<file path="config.mk">
export PLATFORM = sky130hd
export DESIGN_NAME = servant_uart_rx
export DESIGN_NICKNAME = d
export VERILOG_FILES = /design/src/rtl/servant_uart_rx.sv
export SDC_FILE = /design/constraint.sdc
export NUM_CORES = 1
export LEC_CHECK = 0
export BUFFER_PORTS_ARGS = -buffer_cell sky130_fd_sc_hd__buf_2
export CORE_ASPECT_RATIO = 0.5
export CORE_MARGIN = 1.5
export CORE_UTILIZATION = 61
export CTS_CLUSTER_DIAMETER = 80
export CTS_CLUSTER_SIZE = 14
export DETAILED_ROUTE_END_ITERATION = 8
export PLACE_DENSITY = 0.79
export SETUP_SLACK_MARGIN = 0.4
export SKIP_CTS_REPAIR_TIMING = 1
export SLEW_MARGIN = 20
export SYNTH_ARGS = -nofsm -noshare
export SYNTH_HDL_FRONTEND = slang
export SYNTH_SLANG_ARGS = --single-unit
</file>
<file path="constraint.sdc">
create_clock -name wb_clk -period 2.88 [get_ports wb_clk]
set_clock_uncertainty 0.1 [all_clocks]
set_input_delay 0.288 -clock wb_clk [delete_from_list [all_inputs] [get_ports wb_clk]]
set_output_delay 0.288 -clock wb_clk [all_outputs]
set_load 0.01 [all_outputs]
</file>
<file path="src/rtl/servant_uart_rx.sv">
// servant_uart_rx: 8N1 UART receiver feeding a small byte FIFO with a valid/ready output.
// Define SERVANT_UART_RX_PARITY_EN for 8E1 frames and an extra parity_err output.
module servant_uart_rx #(
    parameter int CLKS_PER_BIT = 556,
    parameter int FIFO_DEPTH   = 4
) (
    input  logic       wb_clk,
    input  logic       wb_rst_n,
    input  logic       rx,
    output logic [7:0] rx_data,
    output logic       rx_valid,
    input  logic       rx_ready,
    output logic       frame_err,
    output logic       overrun,
`ifdef SERVANT_UART_RX_PARITY_EN
    output logic       parity_err,
`endif
    output logic       busy
);

    localparam int          AW          = $clog2(FIFO_DEPTH);
    localparam logic [15:0] BIT_RELOAD  = 16'(CLKS_PER_BIT - 1);
    localparam logic [15:0] HALF_RELOAD = 16'(CLKS_PER_BIT / 2 - 1);

    typedef enum logic [2:0] {
        IDLE,
        START,
        DATA,
`ifdef SERVANT_UART_RX_PARITY_EN
        PARITY,
`endif
        STOP,
        WAIT_HIGH
    } state_t;

    logic        sync_q;
    logic        rs_q;
    state_t      state_q;
    logic [15:0] cnt_q;
    logic [2:0]  idx_q;
    logic [7:0]  shift_q;
    logic        push_q;
    logic        frame_err_q;
    logic        busy_q;
`ifdef SERVANT_UART_RX_PARITY_EN
    logic        par_q;
    logic        parity_err_q;
`endif

    // Two-flop synchroniser; idles high so reset never looks like a start bit.
    always_ff @(posedge wb_clk or negedge wb_rst_n) begin
        if (!wb_rst_n) begin
            sync_q <= 1'b1;
            rs_q   <= 1'b1;
        end else begin
            sync_q <= rx;
            rs_q   <= sync_q;
        end
    end

    always_ff @(posedge wb_clk or negedge wb_rst_n) begin
        if (!wb_rst_n) begin
            state_q      <= IDLE;
            cnt_q        <= '0;
            idx_q        <= '0;
            shift_q      <= '0;
            push_q       <= 1'b0;
            frame_err_q  <= 1'b0;
            busy_q       <= 1'b0;
`ifdef SERVANT_UART_RX_PARITY_EN
            par_q        <= 1'b0;
            parity_err_q <= 1'b0;
`endif
        end else begin
            push_q      <= 1'b0;
            frame_err_q <= 1'b0;
`ifdef SERVANT_UART_RX_PARITY_EN
            parity_err_q <= 1'b0;
`endif
            case (state_q)
                IDLE: begin
                    if (!rs_q) begin
                        state_q <= START;
                        cnt_q   <= HALF_RELOAD;
                        busy_q  <= 1'b1;
                    end
                end
                START: begin
                    if (cnt_q == 16'd0) begin
                        if (!rs_q) begin
                            state_q <= DATA;
                            cnt_q   <= BIT_RELOAD;
                            idx_q   <= 3'd0;
                        end else begin
                            state_q <= IDLE;
                            busy_q  <= 1'b0;
                        end
                    end else begin
                        cnt_q <= cnt_q - 16'd1;
                    end
                end
                DATA: begin
                    if (cnt_q == 16'd0) begin
                        shift_q <= {rs_q, shift_q[7:1]};
                        cnt_q   <= BIT_RELOAD;
                        if (idx_q == 3'd7) begin
`ifdef SERVANT_UART_RX_PARITY_EN
                            state_q <= PARITY;
`else
                            state_q <= STOP;
`endif
                        end else begin
                            idx_q <= idx_q + 3'd1;
                        end
                    end else begin
                        cnt_q <= cnt_q - 16'd1;
                    end
                end
`ifdef SERVANT_UART_RX_PARITY_EN
                PARITY: begin
                    if (cnt_q == 16'd0) begin
                        par_q   <= rs_q;
                        cnt_q   <= BIT_RELOAD;
                        state_q <= STOP;
                    end else begin
                        cnt_q <= cnt_q - 16'd1;
                    end
                end
`endif
                STOP: begin
                    if (cnt_q == 16'd0) begin
                        if (rs_q) begin
`ifdef SERVANT_UART_RX_PARITY_EN
                            if (^{shift_q, par_q}) begin
                                parity_err_q <= 1'b1;
                            end else begin
                                push_q <= 1'b1;
                            end
`else
                            push_q <= 1'b1;
`endif
                            state_q <= IDLE;
                            busy_q  <= 1'b0;
                        end else begin
                            frame_err_q <= 1'b1;
                            state_q     <= WAIT_HIGH;
                        end
                    end else begin
                        cnt_q <= cnt_q - 16'd1;
                    end
                end
                WAIT_HIGH: begin
                    // A held-low line (break) must not be mistaken for the next start bit.
                    if (rs_q) begin
                        state_q <= IDLE;
                        busy_q  <= 1'b0;
                    end
                end
                default: begin
                    state_q <= IDLE;
                    busy_q  <= 1'b0;
                end
            endcase
        end
    end

    logic [7:0]  mem_q [FIFO_DEPTH];
    logic [AW:0] wptr_q;
    logic [AW:0] wptr_d;
    logic [AW:0] rptr_q;
    logic [AW:0] rptr_d;
    logic        empty;
    logic        full;
    logic        pop;
    logic        push_ok;
    logic        overrun_q;

    assign empty = (wptr_q == rptr_q);
    assign full  = (wptr_q[AW] != rptr_q[AW]) && (wptr_q[AW-1:0] == rptr_q[AW-1:0]);

    // A pop in the same cycle frees the slot, so a push into a full FIFO still succeeds.
    always_comb begin
        pop     = !empty && rx_ready;
        push_ok = push_q && (!full || pop);
        wptr_d  = wptr_q + {{AW{1'b0}}, push_ok};
        rptr_d  = rptr_q + {{AW{1'b0}}, pop};
    end

    always_ff @(posedge wb_clk or negedge wb_rst_n) begin
        if (!wb_rst_n) begin
            wptr_q    <= '0;
            rptr_q    <= '0;
            overrun_q <= 1'b0;
            for (int i = 0; i < FIFO_DEPTH; i++) begin
                mem_q[i] <= '0;
            end
        end else begin
            wptr_q    <= wptr_d;
            rptr_q    <= rptr_d;
            overrun_q <= push_q && full && !pop;
            if (push_ok) begin
                mem_q[wptr_q[AW-1:0]] <= shift_q;
            end
        end
    end

    assign rx_valid  = !empty;
    assign rx_data   = empty ? 8'h00 : mem_q[rptr_q[AW-1:0]];
    assign frame_err = frame_err_q;
    assign overrun   = overrun_q;
    assign busy      = busy_q;
`ifdef SERVANT_UART_RX_PARITY_EN
    assign parity_err = parity_err_q;
`endif

endmodule
</file>
======== Yosys cells after proc, flatten, opt, wreduce, memory -nomap -nowiden ========
Cells that the tools add are included.
storage, ports and cells
  bits of input ports ..................... 4
  register bits after elaboration ......... 74
cells by class
  equal/unequal tests ..................... 19
  $lt $le $gt $ge ......................... 3
  reductions and logical operators ........ 20
  multiplexer cells ....................... 37
  bitwise operators ....................... 3
  add/sub/neg operators ................... 4
operator list
  operator                                                   number
  2-to-1 mux 16 bit                                          5
  one-hot mux 16 bit (4 select lines)                        1
  2-to-1 mux 3 bit                                           11
  bitwise mux 32 bit                                         1
  2-to-1 mux 8 bit                                           4
  inequality test 2 bit (second input constant)              9
  binary-select mux 8 bit (select 2 bit)                     1
  demux 8 bit (select 2 bit)                                 1
  zero test 16 bit                                           1
  subtractor 16 x 1 -> 16 bit (second input constant)        1
  one-hot mux 3 bit (5 select lines)                         1
  2-to-1 mux 1 bit                                           9
  adder 3 x 1 -> 3 bit                                       2
  equality test 3 x 2 -> 1 bit (second input constant)       2
  equality test 3 bit (second input constant)                2
  greater-or-equal comparator 3 bit (second input constant)  2
  logical AND 1 bit                                          6
  inverter 2 -> 3 bit                                        2
  one-hot mux 3 bit (2 select lines)                         1
  AND reduction 6 bit                                        1
  AND reduction 5 bit                                        1
  one-hot mux 1 bit (4 select lines)                         1
  AND reduction 4 bit                                        1
  nonzero test 4 bit                                         1
  17 further kinds                                           19

======== Depth between registers and ports, before layout ========
Gate-level depths: netlist of the first run.
  word-level depth ........................ 6
  mapped depth ............................ 8
  depth with buffers taken out ............ 7

======== Worst setup path after synthesis of the first run ========
No wires, ideal clock.
  kind .................................... register to register
  start point ............................. reg cnt_q[0]
  end point ............................... reg idx_q[0]
  required time ........................... 2655 ps
  path slack .............................. 658 ps
  cell stages (with the launch flop) ...... 9
  arrival ................................. 1997 ps
  library setup time ...................... 125 ps
  clock period less this slack ............ 2222 ps
  cell sequence ........................... dfrtp_1 -> inv_1 -> ha_1 -> nor3b_2 -> and4_1 -> buf_6 -> nand2_4 -> or3_4 -> mux2_4
between the ends
  cells in the longest elaborated chain, start to end .. 3
RTL lines
  item                                      line     RTL
  start, declared                           39       logic [15:0] cnt_q;
  start signal, assigned                    99       cnt_q <= cnt_q - 16'd1;
  start signal, assigned                    116      cnt_q <= cnt_q - 16'd1;
  start signal, assigned                    149      cnt_q <= cnt_q - 16'd1;
  zero test 16 bit (*)                      89, 103
  inequality test 2 bit (no source line)    --
  AND reduction 5 bit (no source line) (*)  --
  end signal, assigned                      113      idx_q <= idx_q + 3'd1;
  end, declared                             40       logic [2:0] idx_q;
Every way passes the cells marked *; elsewhere a longest branch is shown, timed or not.
A chain may end at the register's enable or synchronous reset.

======== Worst setup path in the final report of the first run ========
  start point ............................. reg cnt_q[0]
  end point ............................... reg cnt_q[8]
between the ends
  cells in the longest elaborated chain, start to end .. 3
RTL lines
  item                                                                               line  RTL
  subtractor 16 x 1 -> 16 bit / zero test 16 bit (equally long branches)             --
  2-to-1 mux 16 bit (tied with other cells)                                          131   if (cnt_q == 16'd0) begin
  one-hot mux 16 bit (4 select lines) / AND reduction 4 bit (equally long branches)  --
Several ways; a longest one is shown, not always the timed one. The select of a mux whose other input is x is not followed.

==> impl_metrics.tcl, run 1 <==
set metrics [dict create \
    fp.dieH_microns 58.4 \
    dp.cells 398 \
    finalSetupViolations 0 \
    rr_startpoint "cnt_q[0]" \
    rows 19 \
    syn-mean-instance-area_sq_um 11.9 \
    p_seq_frac 0.455 \
    layoutNonFillerInstCount 418 \
    slew_headroom 0.528 \
    min_to "overrun" \
    dieWidth_microns 114 \
    insertion_delay_ns 0.34 \
    io_pins 16 \
    finalHoldViolCount 0 \
    end_kind "register" \
    hold_ws_ns 0.129 \
    synth.largest_area_cell "dfrtp_1" \
    grt_max_degree 29 \
    clkSlewWorstSetupHoldPaths_ns 0.06 \
    crit_type "reg2reg" \
    worstPathBufferInverterCount 1 \
    antenna_found_initial 0 \
    grt_setup_unrepaired "false" \
    intPower_mw 1.78 \
    ys_seq_area_frac 0.495 \
    hp-start "rx_ready" \
    status "completed" \
    initial_core_util 0.657 \
    drc_errors 0 \
    tightestPinTransition_ns 0.701 \
    cts_buffer_depth 2 \
    port_buffers 15 \
    yosysUniqueCellTypes 64 \
    fillers 375 \
    layout_commonest_cell "dfrtp_1" \
    clock-root-buffer "clkbuf_16" \
    ys_ff_latch 74 \
    crit_path_cell_trace "inv_1 > ha_1 > or3b_2 > nor4_2 > mux2_2 > a21oi_1 > o22ai_1" \
    final_cell_mix "72 x dfrtp_1, 32 x mux2_2, 27 x nor2_1" \
    cap_viol_max_count 0 \
    dr.pass1.iters 5 \
    hold_class "in2reg" \
    clkPwrFrac 0.434 \
    crit_slowest_cell "or3b_2" \
    place_area_sq_um 3900 \
    num_vias 2557 \
    async_flop_share 1.00 \
    worstSetupStartpointType "register" \
    r2r-end "cnt_q[8]" \
    max-vdd-ir-drop_uv 501 \
    synth-main-ff-cell "dfrtp_1" \
    finalCriticalPeriod_ns 2.30 \
    cts_buffers 9 \
    synth_warnings 0 \
    grt_pass1_vias 2618 \
    cts_max_level 3 \
    wl_per_cell_microns 19.0 \
    timing.fmax_mhz 435 \
    area_delta_synth_final_pct 13.1 \
    ant_nets 0 \
    setup_tns_ns 0 \
    viasPerCell 6.12 \
    n_antenna_cell 0 \
    place_hpwl_mm 5.32 \
    drt_iter0_markers 179 \
    cts_tree "done" \
    drv_slew 0 \
    synth_edf_count 0 \
    cp_top_family "simple AND/OR/NAND/NOR gates" \
    syn_area_sq_um 3750 \
    drive_gt1_frac 0.304 \
    drt_wl_total_mm 7.93 \
    required_ns 2.99 \
    p_leak_nw 2.02 \
    synth_top_cell_area_share 0.481 \
    synth_area_leaders "dfrtp_1 48%, mux2_2 9.6%, mux4_2 4.8%" \
    synth_fp_nets 325 \
    cp_max_fo 6 \
    netSwitchingPower_mw 0.615 \
    arrival_ns 2.41 \
    p_per_area_nw_per_um2 564 \
    fin_ws_ns 0.582 \
    fin_area_sq_um 4240 \
    syn_inst 314 \
    grtUsageTotal 0.266 \
    hold_depth 4 \
    grt_pass1_wl_mm 13.1 \
    dp_slack_ns 0.341 \
    pwr-share-comb 0.111 \
    r2r_slack_ns 0.58 \
    grt_overflow 0 \
    worstRegToRegCells 7 \
    fin_crit_sh 0.798 \
    cts.sinks 74 \
    dieArea_sq_um 6650 \
    coreArea_sq_um 5710 \
    fin_nets 351 \
    swShare 0.257 \
    routabilityCongestion 0.943 \
    critPathMaxStageDelay_ns 0.51 \
]
## registers in the layout, indices dropped and copies added, names as in the netlist, 3 cells and up
| name | cells |
|---|---|
| mem_q | 32 |
| cnt_q | 16 |
| shift_q | 8 |
| idx_q | 3 |
| rptr_q | 3 |
| state_q | 3 |
| wptr_q | 3 |
## worst max path at each step
| stage | startpoint | to | slack [ns] | depth (start not counted) |
|---|---|---|---|---|
| finish | cnt_q[0] | cnt_q[8] | 0.58 | 7 |
| global route | cnt_q[0] | cnt_q[8] | 0.42 | 7 |
| CTS | cnt_q[0] | idx_q[0] | 0.34 | 7 |
| detailed placement | cnt_q[0] | idx_q[0] | 0.34 | 7 |
| global placement | cnt_q[0] | idx_q[0] | 0.46 | 7 |
| floorplan | cnt_q[0] | idx_q[0] | 0.66 | 8 |
## layer usage
layer,share of wire,wire length (microns),vias up,global-route usage
met3,0.054,431,14,0.0886
met5,0,0,-,0
met2,0.48,3840,67,0.444
li1,-,-,1198,-
met4,0.011,86,0,0.0661
met1,0.45,3560,1278,0.345
## tightest hold or removal path, delay by kind of cell
kind                   cells  cell delay [ns]
buffers and inverters      2             0.13
and+or+nand+nor            2             0.10
## metrics by stage
step                total power, mW   util
floorplan                      1.27      -
global placement               1.36  0.684
detailed placement             1.37  0.684
CTS                            2.41  0.733
global route                   2.49  0.743
finish                         2.39  0.743
## power by group through the flow
| stage | Sequential [mW] | Combinational (mW) | Clock (mW) |
|---|---|---|---|
| floorplan | 1.10 | 0.176 | 0 |
| global placement | 1.10 | 0.255 | 0 |
| detailed placement | 1.11 | 0.267 | 0 |
| CTS | 1.09 | 0.268 | 1.05 |
| global route | 1.09 | 0.293 | 1.11 |
| finish | 1.09 | 0.265 | 1.04 |
## cell type report
cell class              instances  area [sq um]  share of cell area
flip-flops and latches         74          1850               0.438
multi-input cells             219          1810               0.427
clock buffers                  10           239              0.0564
repair buffers                 27           170              0.0402
well taps                      73          91.3              0.0216
clock inverters                 6          41.3             0.00974
inverters                       9          33.8             0.00797
## synthesized netlist by cell type (all sizes together) (4+ instances only)
cell type   n
dfrtp      72
mux2       42
nor2       28
nand2      15
a21oi      12
nor2b      12
inv         9
nor3        9
xor2        9
mux4        8
buf         7
ha          7
o21ai       7
nand3       6
a22o        5
clkbuf      5
nor4        5
or2         4
or3         4
or4         4
## logic make-up after synthesis
kind of cell / after synthesis / synth area share
AO/OA/AOI/OAI: 47 / 0.0891
flip-flops: 74 / 0.495
adder cells (fa/ha/maj): 7 / 0.0234
multiplexers: 52 / 0.181
buffers and inverters: 21 / 0.0280
XOR/XNOR: 12 / 0.0280
AND/OR/NAND/NOR: 101 / 0.156
Note: power is estimated with default switching activity, not from simulation.
==> inputs of run 2 (changes only) <==
clock period = 2.35 ns   (was 2.88 ns; I/O delays follow)
==> impl_metrics.tcl, run 2 (same netlist as run 1, synthesis figures left out) <==
set metrics [dict create \
    status "completed" \
    place_hpwl_mm 5.04 \
    clock-root-buffer "clkbuf_16" \
    hold_ws_ns 0.0816 \
    grt_pass1_vias 2572 \
    grt_pass1_wl_mm 12.6 \
    wl_per_cell_microns 20.8 \
    cts.sinks 74 \
    cts_max_level 3 \
    crit_slowest_cell "dfrtp_1" \
    clkSlewWorstSetupHoldPaths_ns 0.06 \
    final_cell_mix "67 x dfrtp_1, 30 x mux2_2, 25 x buf_4" \
    largest-register "mem_q" \
    antenna_found_initial 0 \
    required_ns 2.47 \
    cap_viol_max_count 0 \
    n_antenna_cell 0 \
    drt_wl_total_mm 9.12 \
    crit_type "reg2reg" \
    num_vias 2817 \
    fin_nets 371 \
    finalHoldViolCount 0 \
    drive_gt1_frac 0.460 \
    max-vdd-ir-drop_uv 484 \
    area_delta_synth_final_pct 25.7 \
    arrival_ns 2.25 \
    dp.cells 406 \
    layoutNonFillerInstCount 438 \
    setup_tns_ns 0 \
    fp.dieH_microns 58.4 \
    slew_headroom 0.644 \
    dieArea_sq_um 6650 \
    grtUsageTotal 0.254 \
    grt_max_degree 43 \
    rows 19 \
    routabilityCongestion 0.897 \
    cts_buffers 9 \
    coreArea_sq_um 5710 \
    largest_reg_flops 32 \
    grt_setup_unrepaired "true" \
    ant_nets 0 \
    viasPerCell 6.43 \
    drt_iter0_markers 195 \
    critPathMaxStageDelay_ns 0.47 \
    cts_tree "done" \
    finalSetupViolations 0 \
    initial_core_util 0.657 \
    crit_path_cell_trace "nor4_4 > and4_4 > nand2_4 > or3_4 > mux2_4" \
    grt_overflow 0 \
    layout_commonest_cell "dfrtp_1" \
    worstSetupStartpointType "register" \
    timing.fmax_mhz 469 \
    cp_max_fo 6 \
    top_regs "mem_q x32, cnt_q x16, shift_q x8" \
    port_buffers 15 \
    p_per_area_nw_per_um2 677 \
    dieWidth_microns 114 \
    finalCriticalPeriod_ns 2.13 \
    end_kind "register" \
    hold_class "in2reg" \
    insertion_delay_ns 0.33 \
    drc_errors 0 \
    drv_slew 0 \
    cts_buffer_depth 2 \
    io_pins 16 \
    p_leak_nw 2.19 \
    fin_crit_sh 0.908 \
    tightestPinTransition_ns 0.534 \
    dr.pass1.iters 5 \
]
## run 2: power breakdown
part           leakage [nW]  switching (mW)  total (mW)  internal [mW]
registers             0.973          0.0490        1.36           1.31
logic                  1.07           0.230       0.454          0.224
clock network         0.152           0.530        1.38          0.852
## run 2: layout make-up
| class | count | area (sq um) |
|---|---|---|
| tap | 73 | 91.3 |
| multi-input combinational | 219 | 2050 |
| sequential | 74 | 1860 |
| timing repair buffer | 47 | 369 |
| fill | 274 | 992 |
| clock inverter | 6 | 66.3 |
| inverter | 9 | 33.8 |
| clock buffer | 10 | 239 |
## run 2: critical path: cells and delay by family, from the launching register on
kind	cells	cell delay [ns]
and+or+nand+nor	4	1.18
DFF	1	0.47
muxes	1	0.26
## run 2: path summary, 6_finish.rpt
path	from	to	slack [ns]	cells after the start
hold reg to reg	sync_q	rs_q	0.25	0
max in group asynchronous	wb_rst_n	sync_q	1.41	3
setup / recovery	cnt_q[9]	idx_q[0]	0.22	5
hold / removal	rx_ready	overrun	0.08	4
min in group asynchronous	wb_rst_n	wptr_q[1]	0.32	3
setup reg to reg	cnt_q[9]	idx_q[0]	0.22	5
## run 2: per-layer routing
layer / track usage / wire length (microns)
met1: 0.334 / 3730
met2: 0.416 / 4520
met3: 0.0834 / 633
met4: 0.0732 / 238
met5: 0 / 0
## run 2: per-stage QoR
step                utilization  total power, mW  setup slack [ns]  cell area (sq um)
floorplan                     -             1.56             0.213               3770
global placement          0.702             1.67             0.209               4000
detailed placement        0.702             1.69             0.138               4000
CTS                       0.755             3.06             0.134               4310
global route              0.826             3.30             0.153               4710
finish                    0.826             3.19             0.216               4710
